$ cat config.mk
export PLATFORM = sky130hd
export DESIGN_NAME = ext_pipe_flat
export DESIGN_NICKNAME = d
export VERILOG_FILES = /design/src/rtl/ext_pkg.sv /design/src/rtl/ext_pipe_if.sv /design/src/rtl/ext_core.sv /design/src/rtl/ext_pipe.sv /design/src/flat_wrapper.sv
export SDC_FILE = /design/constraint.sdc
export NUM_CORES = 1
export LEC_CHECK = 0
export CELL_PAD_IN_SITES_DETAIL_PLACEMENT = 1
export CELL_PAD_IN_SITES_GLOBAL_PLACEMENT = 1
export CORE_MARGIN = 4
export CORE_UTILIZATION = 44
export CTS_CLUSTER_SIZE = 16
export DETAILED_ROUTE_END_ITERATION = 10
export GPL_ROUTABILITY_DRIVEN = 0
export PLACE_DENSITY_LB_ADDON = 0.1
export SYNTH_ARGS = -nofsm -noshare
export SYNTH_HDL_FRONTEND = slang
export SYNTH_SLANG_ARGS = --single-unit
export TNS_END_PERCENT = 5
$ cat constraint.sdc
create_clock -name clk -period 5.6 [get_ports clk]
set_input_delay 1.4 -clock clk [delete_from_list [all_inputs] [get_ports clk]]
set_output_delay 1.4 -clock clk [all_outputs]
set_load 0.01 [all_outputs]
$ cat src/rtl/ext_pkg.sv
// Shared constants for the pipelined immediate extender: mode codes and a
// legality helper used by the extension core.
package ext_pkg;

    localparam int MODE_W = 3;

    localparam logic [MODE_W-1:0] MODE_SEXT  = 3'd0;
    localparam logic [MODE_W-1:0] MODE_ZEXT  = 3'd1;
    localparam logic [MODE_W-1:0] MODE_UPPER = 3'd2;
    localparam logic [MODE_W-1:0] MODE_SBR   = 3'd3;
    localparam logic [MODE_W-1:0] MODE_ZBR   = 3'd4;
    localparam logic [MODE_W-1:0] MODE_SBYTE = 3'd5;

    // Codes above SBYTE are reserved and reported as errors.
    function automatic logic mode_is_legal(input logic [MODE_W-1:0] mode);
        return (mode <= MODE_SBYTE);
    endfunction

endpackage

$ cat src/rtl/ext_pipe_if.sv
// Valid/ready request and response channels of the immediate extender.
// The master side is the producer/consumer, the slave side is ext_pipe.
interface ext_pipe_if #(
    parameter int IMM_W = 16,
    parameter int OUT_W = 32
);
    import ext_pkg::*;

    logic              in_valid;
    logic              in_ready;
    logic [IMM_W-1:0]  in_imm;
    logic [MODE_W-1:0] in_mode;
    logic              out_valid;
    logic              out_ready;
    logic [OUT_W-1:0]  out_data;
    logic              out_err;

    modport master (
        output in_valid, in_imm, in_mode, out_ready,
        input  in_ready, out_valid, out_data, out_err
    );

    modport slave (
        input  in_valid, in_imm, in_mode, out_ready,
        output in_ready, out_valid, out_data, out_err
    );

endinterface

$ cat src/rtl/ext_core.sv
// Combinational immediate extender: maps (imm, mode) to an OUT_W-bit operand
// plus an illegal-mode flag.
module ext_core
    import ext_pkg::*;
#(
    parameter int IMM_W    = 16,
    parameter int OUT_W    = 32,
    parameter int BR_SHIFT = 2
) (
    input  logic [IMM_W-1:0]  imm,
    input  logic [MODE_W-1:0] mode,
    output logic [OUT_W-1:0]  data,
    output logic              err
);

    if (IMM_W < 8 || IMM_W >= OUT_W || BR_SHIFT >= OUT_W) begin : g_bad_params
        $error("ext_core: need 8 <= IMM_W < OUT_W and BR_SHIFT < OUT_W");
    end

    logic [OUT_W-1:0] sext;
    logic [OUT_W-1:0] zext;
    logic [OUT_W-1:0] sbyte;

    always_comb begin
        sext  = {{(OUT_W-IMM_W){imm[IMM_W-1]}}, imm};
        zext  = {{(OUT_W-IMM_W){1'b0}}, imm};
        sbyte = {{(OUT_W-8){imm[7]}}, imm[7:0]};

        // NOTE: outputs get a default before the case so an unlisted mode cannot infer a latch.
        data = '0;
        err  = !mode_is_legal(mode);
        case (mode)
            MODE_SEXT:  data = sext;
            MODE_ZEXT:  data = zext;
            MODE_UPPER: data = zext << (OUT_W - IMM_W);
            MODE_SBR:   data = sext << BR_SHIFT;
            MODE_ZBR:   data = zext << BR_SHIFT;
            MODE_SBYTE: data = sbyte;
            default:    data = '0;
        endcase
    end

endmodule

$ cat src/rtl/ext_pipe.sv
// Pipelined immediate extender: one-cycle latency output register backed by a
// one-entry skid so full throughput survives back-pressure.
module ext_pipe
    import ext_pkg::*;
#(
    parameter int IMM_W    = 16,
    parameter int OUT_W    = 32,
    parameter int BR_SHIFT = 2
) (
    input  logic       clk,
    input  logic       reset_n,
    input  logic       flush,
    ext_pipe_if.slave  bus
);

    logic [OUT_W-1:0] core_data;
    logic             core_err;

    ext_core #(
        .IMM_W    (IMM_W),
        .OUT_W    (OUT_W),
        .BR_SHIFT (BR_SHIFT)
    ) u_core (
        .imm  (bus.in_imm),
        .mode (bus.in_mode),
        .data (core_data),
        .err  (core_err)
    );

    logic             out_valid_q, out_valid_d;
    logic [OUT_W-1:0] out_data_q,  out_data_d;
    logic             out_err_q,   out_err_d;
    logic             skid_full_q, skid_full_d;
    logic [OUT_W-1:0] skid_data_q, skid_data_d;
    logic             skid_err_q,  skid_err_d;

    logic in_ready;
    logic accept;
    logic out_xfer;
    logic out_load;

    assign in_ready = !skid_full_q;
    assign accept   = bus.in_valid && in_ready;
    assign out_xfer = out_valid_q && bus.out_ready;
    assign out_load = !out_valid_q || out_xfer;

    always_comb begin
        out_valid_d = out_valid_q;
        out_data_d  = out_data_q;
        out_err_d   = out_err_q;
        skid_full_d = skid_full_q;
        skid_data_d = skid_data_q;
        skid_err_d  = skid_err_q;

        if (out_load) begin
            // A full skid always wins so items leave in acceptance order.
            if (skid_full_q) begin
                out_valid_d = 1'b1;
                out_data_d  = skid_data_q;
                out_err_d   = skid_err_q;
                skid_full_d = 1'b0;
            end else if (accept) begin
                out_valid_d = 1'b1;
                out_data_d  = core_data;
                out_err_d   = core_err;
            end else begin
                out_valid_d = 1'b0;
            end
        end else if (accept) begin
            skid_full_d = 1'b1;
            skid_data_d = core_data;
            skid_err_d  = core_err;
        end

        // Flush drops everything, including this cycle's offer; payload is left as is.
        if (flush) begin
            out_valid_d = 1'b0;
            out_data_d  = out_data_q;
            out_err_d   = out_err_q;
            skid_full_d = 1'b0;
        end
    end

    always_ff @(posedge clk) begin
        // NOTE: sequential state uses non-blocking assignments so every flop updates from pre-edge values.
        if (!reset_n) begin
            out_valid_q <= 1'b0;
            out_data_q  <= '0;
            out_err_q   <= 1'b0;
            skid_full_q <= 1'b0;
        end else begin
            out_valid_q <= out_valid_d;
            out_data_q  <= out_data_d;
            out_err_q   <= out_err_d;
            skid_full_q <= skid_full_d;
        end
    end

    // NOTE: skid payload has no reset; it is only ever read while skid_full_q is set.
    always_ff @(posedge clk) begin
        skid_data_q <= skid_data_d;
        skid_err_q  <= skid_err_d;
    end

    assign bus.in_ready  = in_ready;
    assign bus.out_valid = out_valid_q;
    assign bus.out_data  = out_data_q;
    assign bus.out_err   = out_err_q;

endmodule

$ cat src/flat_wrapper.sv
// flat-port wrapper written by rule: the top's interface ports become plain ports
module ext_pipe_flat import ext_pkg::*;
#(
    parameter int IMM_W    = 16,
    parameter int OUT_W    = 32,
    parameter int BR_SHIFT = 2
)
  (clk, reset_n, flush, bus_in_valid, bus_in_imm, bus_in_mode, bus_out_ready, bus_in_ready, bus_out_valid, bus_out_data, bus_out_err);
  ext_pipe_if #(.IMM_W(IMM_W), .OUT_W(OUT_W)) bus_i ();
  input  logic clk;
  input  logic reset_n;
  input  logic flush;
  input wire logic [$bits(bus_i.in_valid)-1:0] bus_in_valid;
  input wire logic [$bits(bus_i.in_imm)-1:0] bus_in_imm;
  input wire logic [$bits(bus_i.in_mode)-1:0] bus_in_mode;
  input wire logic [$bits(bus_i.out_ready)-1:0] bus_out_ready;
  output wire logic [$bits(bus_i.in_ready)-1:0] bus_in_ready;
  output wire logic [$bits(bus_i.out_valid)-1:0] bus_out_valid;
  output wire logic [$bits(bus_i.out_data)-1:0] bus_out_data;
  output wire logic [$bits(bus_i.out_err)-1:0] bus_out_err;
  assign bus_i.in_valid = bus_in_valid;
  assign bus_i.in_imm = bus_in_imm;
  assign bus_i.in_mode = bus_in_mode;
  assign bus_i.out_ready = bus_out_ready;
  assign bus_in_ready = bus_i.in_ready;
  assign bus_out_valid = bus_i.out_valid;
  assign bus_out_data = bus_i.out_data;
  assign bus_out_err = bus_i.out_err;
  ext_pipe #(.IMM_W(IMM_W), .OUT_W(OUT_W), .BR_SHIFT(BR_SHIFT)) u_core (.clk(clk), .reset_n(reset_n), .flush(flush), .bus(bus_i));
endmodule
==> results of run 1 <==
cells in the final DEF, fill, tap and decap left out, drive strengths merged, types with 7 or more instances in the layout:
cell	count
a21boi	13
a21oi	29
a31oi	7
clkbuf	14
clkdlybuf4s50	57
dfxtp	35
edfxtp	33
inv	16
mux2i	8
nand2	28
nand3	31
nor2b	16
o21a	11
o221ai	24
or2	13
worst min-delay path by stage:
stage	start	end	slack, ns	cells after the start
2_1_floorplan	u_core.bus.out_data[18]$_SDFFE_PN0P_	u_core.bus.out_data[18]$_SDFFE_PN0P_	0.48	2
3_3_place_gp	u_core.bus.out_data[22]$_SDFFE_PN0P_	u_core.bus.out_data[22]$_SDFFE_PN0P_	0.44	2
3_5_place_dp	u_core.bus.out_data[25]$_SDFFE_PN0P_	u_core.bus.out_data[25]$_SDFFE_PN0P_	0.45	2
4_1_cts	u_core.bus.out_data[25]$_SDFFE_PN0P_	u_core.bus.out_data[25]$_SDFFE_PN0P_	0.46	2
5_1_grt	u_core.bus.out_data[20]$_SDFFE_PN0P_	u_core.bus.out_data[20]$_SDFFE_PN0P_	0.48	2
6_report	u_core.bus.out_data[22]$_SDFFE_PN0P_	u_core.bus.out_data[22]$_SDFFE_PN0P_	0.46	2
cell families (layout without fill, tap and decap cells):
kind of cell	after synthesis	after routing	share of synthesized area (%)
flops	68	68	49.5
compound gates	109	109	22.6
simple gates	120	120	19.1
buf+inv	50	96	6.48
mux	8	8	2.34
cell type report:
class                           instances  area [um^2]  share of cell area (%)
Sequential cell                        68         1690                    40.7
Multi-Input combinational cell        237         1510                    36.3
Timing Repair Buffer                   63          613                    14.8
Clock buffer                           13          139                    3.35
Tap cell                               99          124                    2.98
Inverter                               17         63.8                    1.54
Clock inverter                          3         15.0                   0.362
Yosys cell counts (3+ instances only):
| cell | instances |
|---|---|
| nand2b_1 | 6 |
| o22ai_1 | 3 |
| a21oi_1 | 29 |
| mux2i_1 | 8 |
| a211oi_1 | 3 |
| nand2_1 | 28 |
| o221ai_1 | 23 |
| nor2b_1 | 16 |
| and2_1 | 5 |
| nand3b_1 | 4 |
| a21boi_0 | 3 |
| o21ai_0 | 6 |
| or2_2 | 13 |
| clkbuf_1 | 16 |
| buf_2 | 12 |
| o21a_1 | 11 |
| a221oi_1 | 4 |
| a21boi_1 | 10 |
| dfxtp_1 | 35 |
| a41o_1 | 3 |
| edfxtp_1 | 33 |
| inv_1 | 16 |
| a31oi_1 | 7 |
| nor2_1 | 5 |
| nand3_1 | 31 |
flip-flops by register name, indices dropped and copies added (netlist names):
| register | count |
|---|---|
| u_core.bus.out_data | 32 |
| u_core.bus.out_err | 1 |
| u_core.bus.out_valid | 1 |
| u_core.skid_data_q | 32 |
| u_core.skid_err_q | 1 |
| u_core.skid_full_q | 1 |
metrics by stage:
stage          power, mW  hold WS [ns]  worst slack (ns)
3_3_place_gp       0.704         0.443              1.45
6_report            1.04         0.456              1.74
2_1_floorplan      0.643         0.479              2.63
3_5_place_dp       0.709         0.450              1.46
4_1_cts             1.05         0.460              1.81
5_1_grt             1.09         0.477              1.53
worst reg2reg max path, delay by kind of cell, from the launching register on:
kind | cells | cell delay, ns
simple gates | 1 | 0.83
flops | 1 | 0.60
buf+inv | 2 | 0.46
metal layers:
metal  wire, um  vias to the layer above
li1           -                     1380
met1       4470                     1450
met2       4760                       68
met3        405                       11
met4        125                        0
met5          0                        -
report_power, final:
part	total, mW	internal, mW	switching, mW
Sequential	0.543	0.536	0.00620
Clock	0.343	0.159	0.184
Combinational	0.156	0.0680	0.0880
Total	1.04	0.764	0.278
==> flow_summary_export.csv, run 1 <==
group,metric,value,unit
place,io_buffers,58,
critical_path,reg2reg_slack,3.31,ns
synthesis,postSynth.asyncResetShare,0,%
timing,finalSetupViolCount,0,
synthesis,syn-num-nets,379,
global_routing,use_met2,36.9,%
critical_path,crit_end,"u_core.bus.out_data[15]$_SDFFE_PN0P_",
outcome,status,"finished, final reports clean",
global_routing,use_met3,4.61,%
cells_and_area,nFillCells,840,
synthesis,synthTopCellsByArea,"edfxtp_1, dfxtp_1, o221ai_1",
die,rows,31,
timing,maxSlewViolCount,0,
cells_and_area,area_delta_synth_final,21.5,%
die,start_util,46.1,%
cells_and_area,fin_util,56.0,%
critical_path,worstReg2RegStart,"u_core.skid_full_q$_SDFFE_PP0P_",
synthesis,synth_cell_types,43,
drt,vias_per_cell,5.82,
global_routing,busiest_layer,"met2",
timing,worst_slew_pin_slew,1.05,ns
global_routing,grt_usage,21.8,%
critical_path,crit_cells,5,
clocking,clkLatencyLatePin,0.35,ns
critical_path,cp.arrival,4.14,ns
synthesis,yosysSeqAreaShare,49.5,%
timing,final_hold_viol_count,0,
clocking,clock-sinks,68,
global_routing,grt_max_degree,56,
synthesis,yosys.area.top_type,"edfxtp_1",
clocking,tritoncts,"done",
timing,finalCritPeriodShare,68.9,%
cells_and_area,finalNetCount,420,
die,fp.dieArea,9240,um^2
timing,clock_skew,0.0134,ns
clocking,root_buffer,"clkbuf_8",
critical_path,rr_worst_depth,3,
global_routing,globalRouteMet1Util,27.7,%
place,post-dp-hpwl,6640,um
synthesis,synth_cells,355,
clocking,hold_buffers,0,
synthesis,yosysWarnings,0,
place,dp_cells,484,
drt,wl,9760,um
critical_path,path_buf_inv,1,
global_routing,grt_pass1_wl,15300,um
critical_path,cpPeakStageDelay,1.09,ns
clocking,cts_setup_buffers,0,
critical_path,cp_cell_sequence,"clkdlybuf4s50_1, nor2b_1, a21boi_0, o21ai_0, a41o_1",
timing,maxSlewHeadroom,29.7,%
critical_path,crit_path_start,"bus_in_mode[2]",
timing,finalSetupTns,0,ns
critical_path,worst_ep_required_time,5.88,ns
timing,fmax,259,MHz
synthesis,synthesis.area,3420,um^2
synthesis,synth_top_area_share,29.0,%
timing,rsz0062_at_grt,"false",
drt,drc,0,
critical_path,critPathTopFamily,"buffers and inverters",
drt,drt_iter0_markers,165,
worst_hold_path,worstHoldPathType,"reg -> reg",
clocking,numCtsBuffers,9,
cells_and_area,postLayoutCellArea,4150,um^2
cells_and_area,drive_gt1_share,8.73,%
clocking,clk_pin_slew,0.07,ns
power,power.leakage,1.52,nW
synthesis,synth-edff-count,33,
die,core,7410,um^2
job,max_cap_viol_count,0,
synthesis,ys_ff_latch,68,
drt,ant_nets,0,
critical_path,path_class,"in -> reg",
critical_path,r2r_end,"u_core.skid_data_q[18]$_DFFE_PP_",
place,place_area,4000,um^2
critical_path,worstPathMaxFanout,28,
drt,first_pass_iters,4,
die,num_io_pins,59,
global_routing,grt-ovfl-total,0,
power,peakVddDrop,0.000126,V
critical_path,startpoint_type,"primary input",
critical_path,cp-end-kind,"flip-flop",
drt,vias,2909,
synthesis,syn_avg_cell_area,9.63,um^2
timing,min_period,3.86,ns
cells_and_area,final_cells,500,
clocking,ctsResizeCount,0,
power,power_density,251,nW/um^2
global_routing,first_global_vias,2928,
drt,wl_per_cell,19.5,um
cells_and_area,diodes,0,
synthesis,synth_ff_type,"dfxtp_1",
clocking,htreeDepth,3,
global_routing,antenna_found_initial,0,
clocking,clockBufferDepth,2,
die,dieWidth,96.1,um
critical_path,cpMaxStageDelayCell,"clkdlybuf4s50_1",
die,fp.dieH,96.1,um
(Power assumes the default switching activity.)
==> run 2, diff against run 1 <==
--- a/config.mk
+++ b/config.mk
@@ -8,7 +8,7 @@
 export CELL_PAD_IN_SITES_DETAIL_PLACEMENT = 1
 export CELL_PAD_IN_SITES_GLOBAL_PLACEMENT = 1
 export CORE_MARGIN = 4
-export CORE_UTILIZATION = 44
+export CORE_UTILIZATION = 40
 export CTS_CLUSTER_SIZE = 16
 export DETAILED_ROUTE_END_ITERATION = 10
 export GPL_ROUTABILITY_DRIVEN = 0
==> constraint.sdc (replaced) <==
create_clock -name clk -period 3.8 [get_ports clk]
set_input_delay 0.95 -clock clk [delete_from_list [all_inputs] [get_ports clk]]
set_output_delay 0.95 -clock clk [all_outputs]
set_load 0.01 [all_outputs]
==> run 2 against run 1 <==
Compared with the run above: clock skew shrank 0.0038 ns; largest power group unchanged; first-iteration DRC count rose by 2.4%; core utilization fell by 4.4 points; wire length shrank 0.99%; register-to-register slack worse by 1.4 ns; sequential power rose by 47%; die area increased by 9.1%; via count increased by 1.5%; highest routed layer unchanged; cell count grew 3.0%; sequential share of layout area shrank 1.0 points; global-route usage shrank 1.6 points; critical path depth did not move.
==> flow_summary_export.csv, run 2 (same netlist as run 1, synthesis figures left out) <==
group,metric,value,unit
cells_and_area,multiInputGateArea,1500,um^2
timing,rsz0062_at_grt,"false",
drt,drt_iter0_markers,169,
cells_and_area,diodes,0,
critical_path,cpPeakStageDelay,0.74,ns
clocking,hold_buffers,0,
global_routing,antenna_found_initial,0,
clocking,cts_setup_buffers,0,
cells_and_area,drive_gt1_share,11.0,%
drt,vias_per_cell,5.73,
critical_path,cp-end-kind,"flip-flop",
timing,maxSlewHeadroom,43.8,%
clocking,htreeDepth,3,
timing,holdWs,0.457,ns
cells_and_area,nFillCells,928,
place,io_buffers,58,
critical_path,cp.arrival,3.18,ns
timing,final_hold_viol_count,0,
timing,maxSlewViolCount,0,
cells_and_area,area_delta_synth_final,24.7,%
global_routing,grt_usage,20.2,%
power,power_density,375,nW/um^2
die,start_util,41.4,%
die,fp.dieArea,10100,um^2
clocking,tritoncts,"done",
die,core,8260,um^2
global_routing,grt_pass1_wl,16100,um
clocking,numCtsBuffers,9,
timing,worst_slew_pin_slew,0.841,ns
global_routing,first_global_vias,3145,
clocking,clock-sinks,68,
timing,fmax,342,MHz
die,fp.dieH,100,um
critical_path,worstReg2RegStart,"u_core.skid_full_q$_SDFFE_PP0P_",
timing,finalCritPeriodShare,77.0,%
critical_path,rr_worst_depth,5,
critical_path,startpoint_type,"primary input",
drt,vias,2953,
clocking,clk_pin_slew,0.07,ns
drt,wl,9660,um
timing,min_period,2.93,ns
critical_path,critPathTopFamily,"compound AO/OA/AOI/OAI gates",
timing,finalSetupTns,0,ns
critical_path,worstPathMaxFanout,19,
drt,first_pass_iters,5,
drt,ant_nets,0,
job,max_cap_viol_count,0,
global_routing,grt_max_degree,55,
clocking,ctsResizeCount,0,
worst_hold_path,worstHoldStart,"u_core.bus.out_data[30]$_SDFFE_PN0P_",
cells_and_area,final_common_cell,"clkdlybuf4s50_1",
timing,clock_skew,0.00954,ns
cells_and_area,ff_latch_area,1690,um^2
worst_hold_path,worstHoldPathType,"reg -> reg",
power,peakVddDrop,0.000170,V
worst_hold_path,holdPathEnd,"u_core.bus.out_data[30]$_SDFFE_PN0P_",
die,dieWidth,100,um
critical_path,cp_cell_sequence,"clkdlybuf4s50_1, nor2b_1, a311o_1, o221ai_1, a21boi_0",
place,post-dp-hpwl,6510,um
die,num_io_pins,59,
clocking,root_buffer,"clkbuf_8",
critical_path,path_buf_inv,1,
timing,finalSetupViolCount,0,
cells_and_area,finalNetCount,429,
outcome,status,"finished, final reports clean",
critical_path,r2r_end,"u_core.bus.out_data[12]$_SDFFE_PN0P_",
drt,drc,0,
die,rows,33,
drt,wl_per_cell,18.8,um
critical_path,reg2reg_slack,1.90,ns
power,power.leakage,1.59,nW
critical_path,path_class,"in -> reg",
critical_path,cpMaxStageDelayCell,"clkdlybuf4s50_1",
cells_and_area,mostFrequentLayoutCells,"clkdlybuf4s50_1, dfxtp_1, edfxtp_1, nand3_1, a21oi_1",
clocking,clockBufferDepth,2,
worst_hold_path,min_delay_path_depth,2,
global_routing,grt-ovfl-total,0,
clocking,clkLatencyLatePin,0.35,ns
critical_path,worst_ep_required_time,4.05,ns
run 2: cell count changes in the layout (fill, tap and decap cells not counted), sizes merged:
cell | before | now
clkbuf | 14 | 13
buf | 5 | 15
run 2: worst max path at each step:
stage,endpoint,slack [ns],start,cells past startpoint
3_5_place_dp,u_core.bus.out_data[22]$_SDFFE_PN0P_,0.61,bus_in_mode[2],5
6_report,u_core.bus.out_data[29]$_SDFFE_PN0P_,0.87,bus_in_mode[2],5
5_1_grt,u_core.bus.out_data[29]$_SDFFE_PN0P_,0.75,bus_in_mode[2],5
4_1_cts,u_core.bus.out_data[29]$_SDFFE_PN0P_,0.87,bus_in_mode[2],5
2_1_floorplan,u_core.skid_data_q[0]$_DFFE_PP_,1.28,bus_out_ready,2
3_3_place_gp,u_core.bus.out_data[8]$_SDFFE_PN0P_,0.70,bus_in_mode[2],5
run 2: per-stage QoR:
step / cell area (um^2) / cells / power [mW] / utilization, % / worst slack [ns]
floorplan: 3420 / 355 / 0.947 / - / 1.28
global placement: 4070 / 499 / 1.04 / 49.3 / 0.703
detailed placement: 4070 / 499 / 1.05 / 49.3 / 0.608
CTS: 4260 / 515 / 1.62 / 51.6 / 0.873
global route: 4260 / 515 / 1.68 / 51.6 / 0.752
finish: 4260 / 515 / 1.60 / 51.6 / 0.872
run 2: cell type report:
class / count / area share, %
clock buffers: 13 / 3.99
repair buffers: 72 / 16.0
multi-input cells: 237 / 35.3
inverters: 17 / 1.50
flip-flops and latches: 68 / 39.7
clock inverters: 3 / 0.441
well taps: 105 / 3.08
run 2: worst register-to-register path, cell delays in order (launching register included):
cell	delay (ns)
dfxtp_1	0.30
buf_4	0.21
clkinv_1	0.10
buf_4	0.29
nand3_1	0.51
o221ai_1	0.40
run 2: where the power goes:
part	internal (mW)	switching [mW]	total, mW	leakage [nW]
registers	0.790	0.00850	0.799	0.593
clock network	0.294	0.273	0.567	0.0985
logic	0.105	0.129	0.234	0.893
run 2: metal layers:
layer | wire (um) | vias to the layer above | global-route usage [%]
li1 | - | 1402 | -
met2 | 4630 | 73 | 32.8
met3 | 418 | 13 | 4.24
met4 | 142 | 0 | 6.42
met5 | 0 | - | 0
met1 | 4480 | 1465 | 26.9
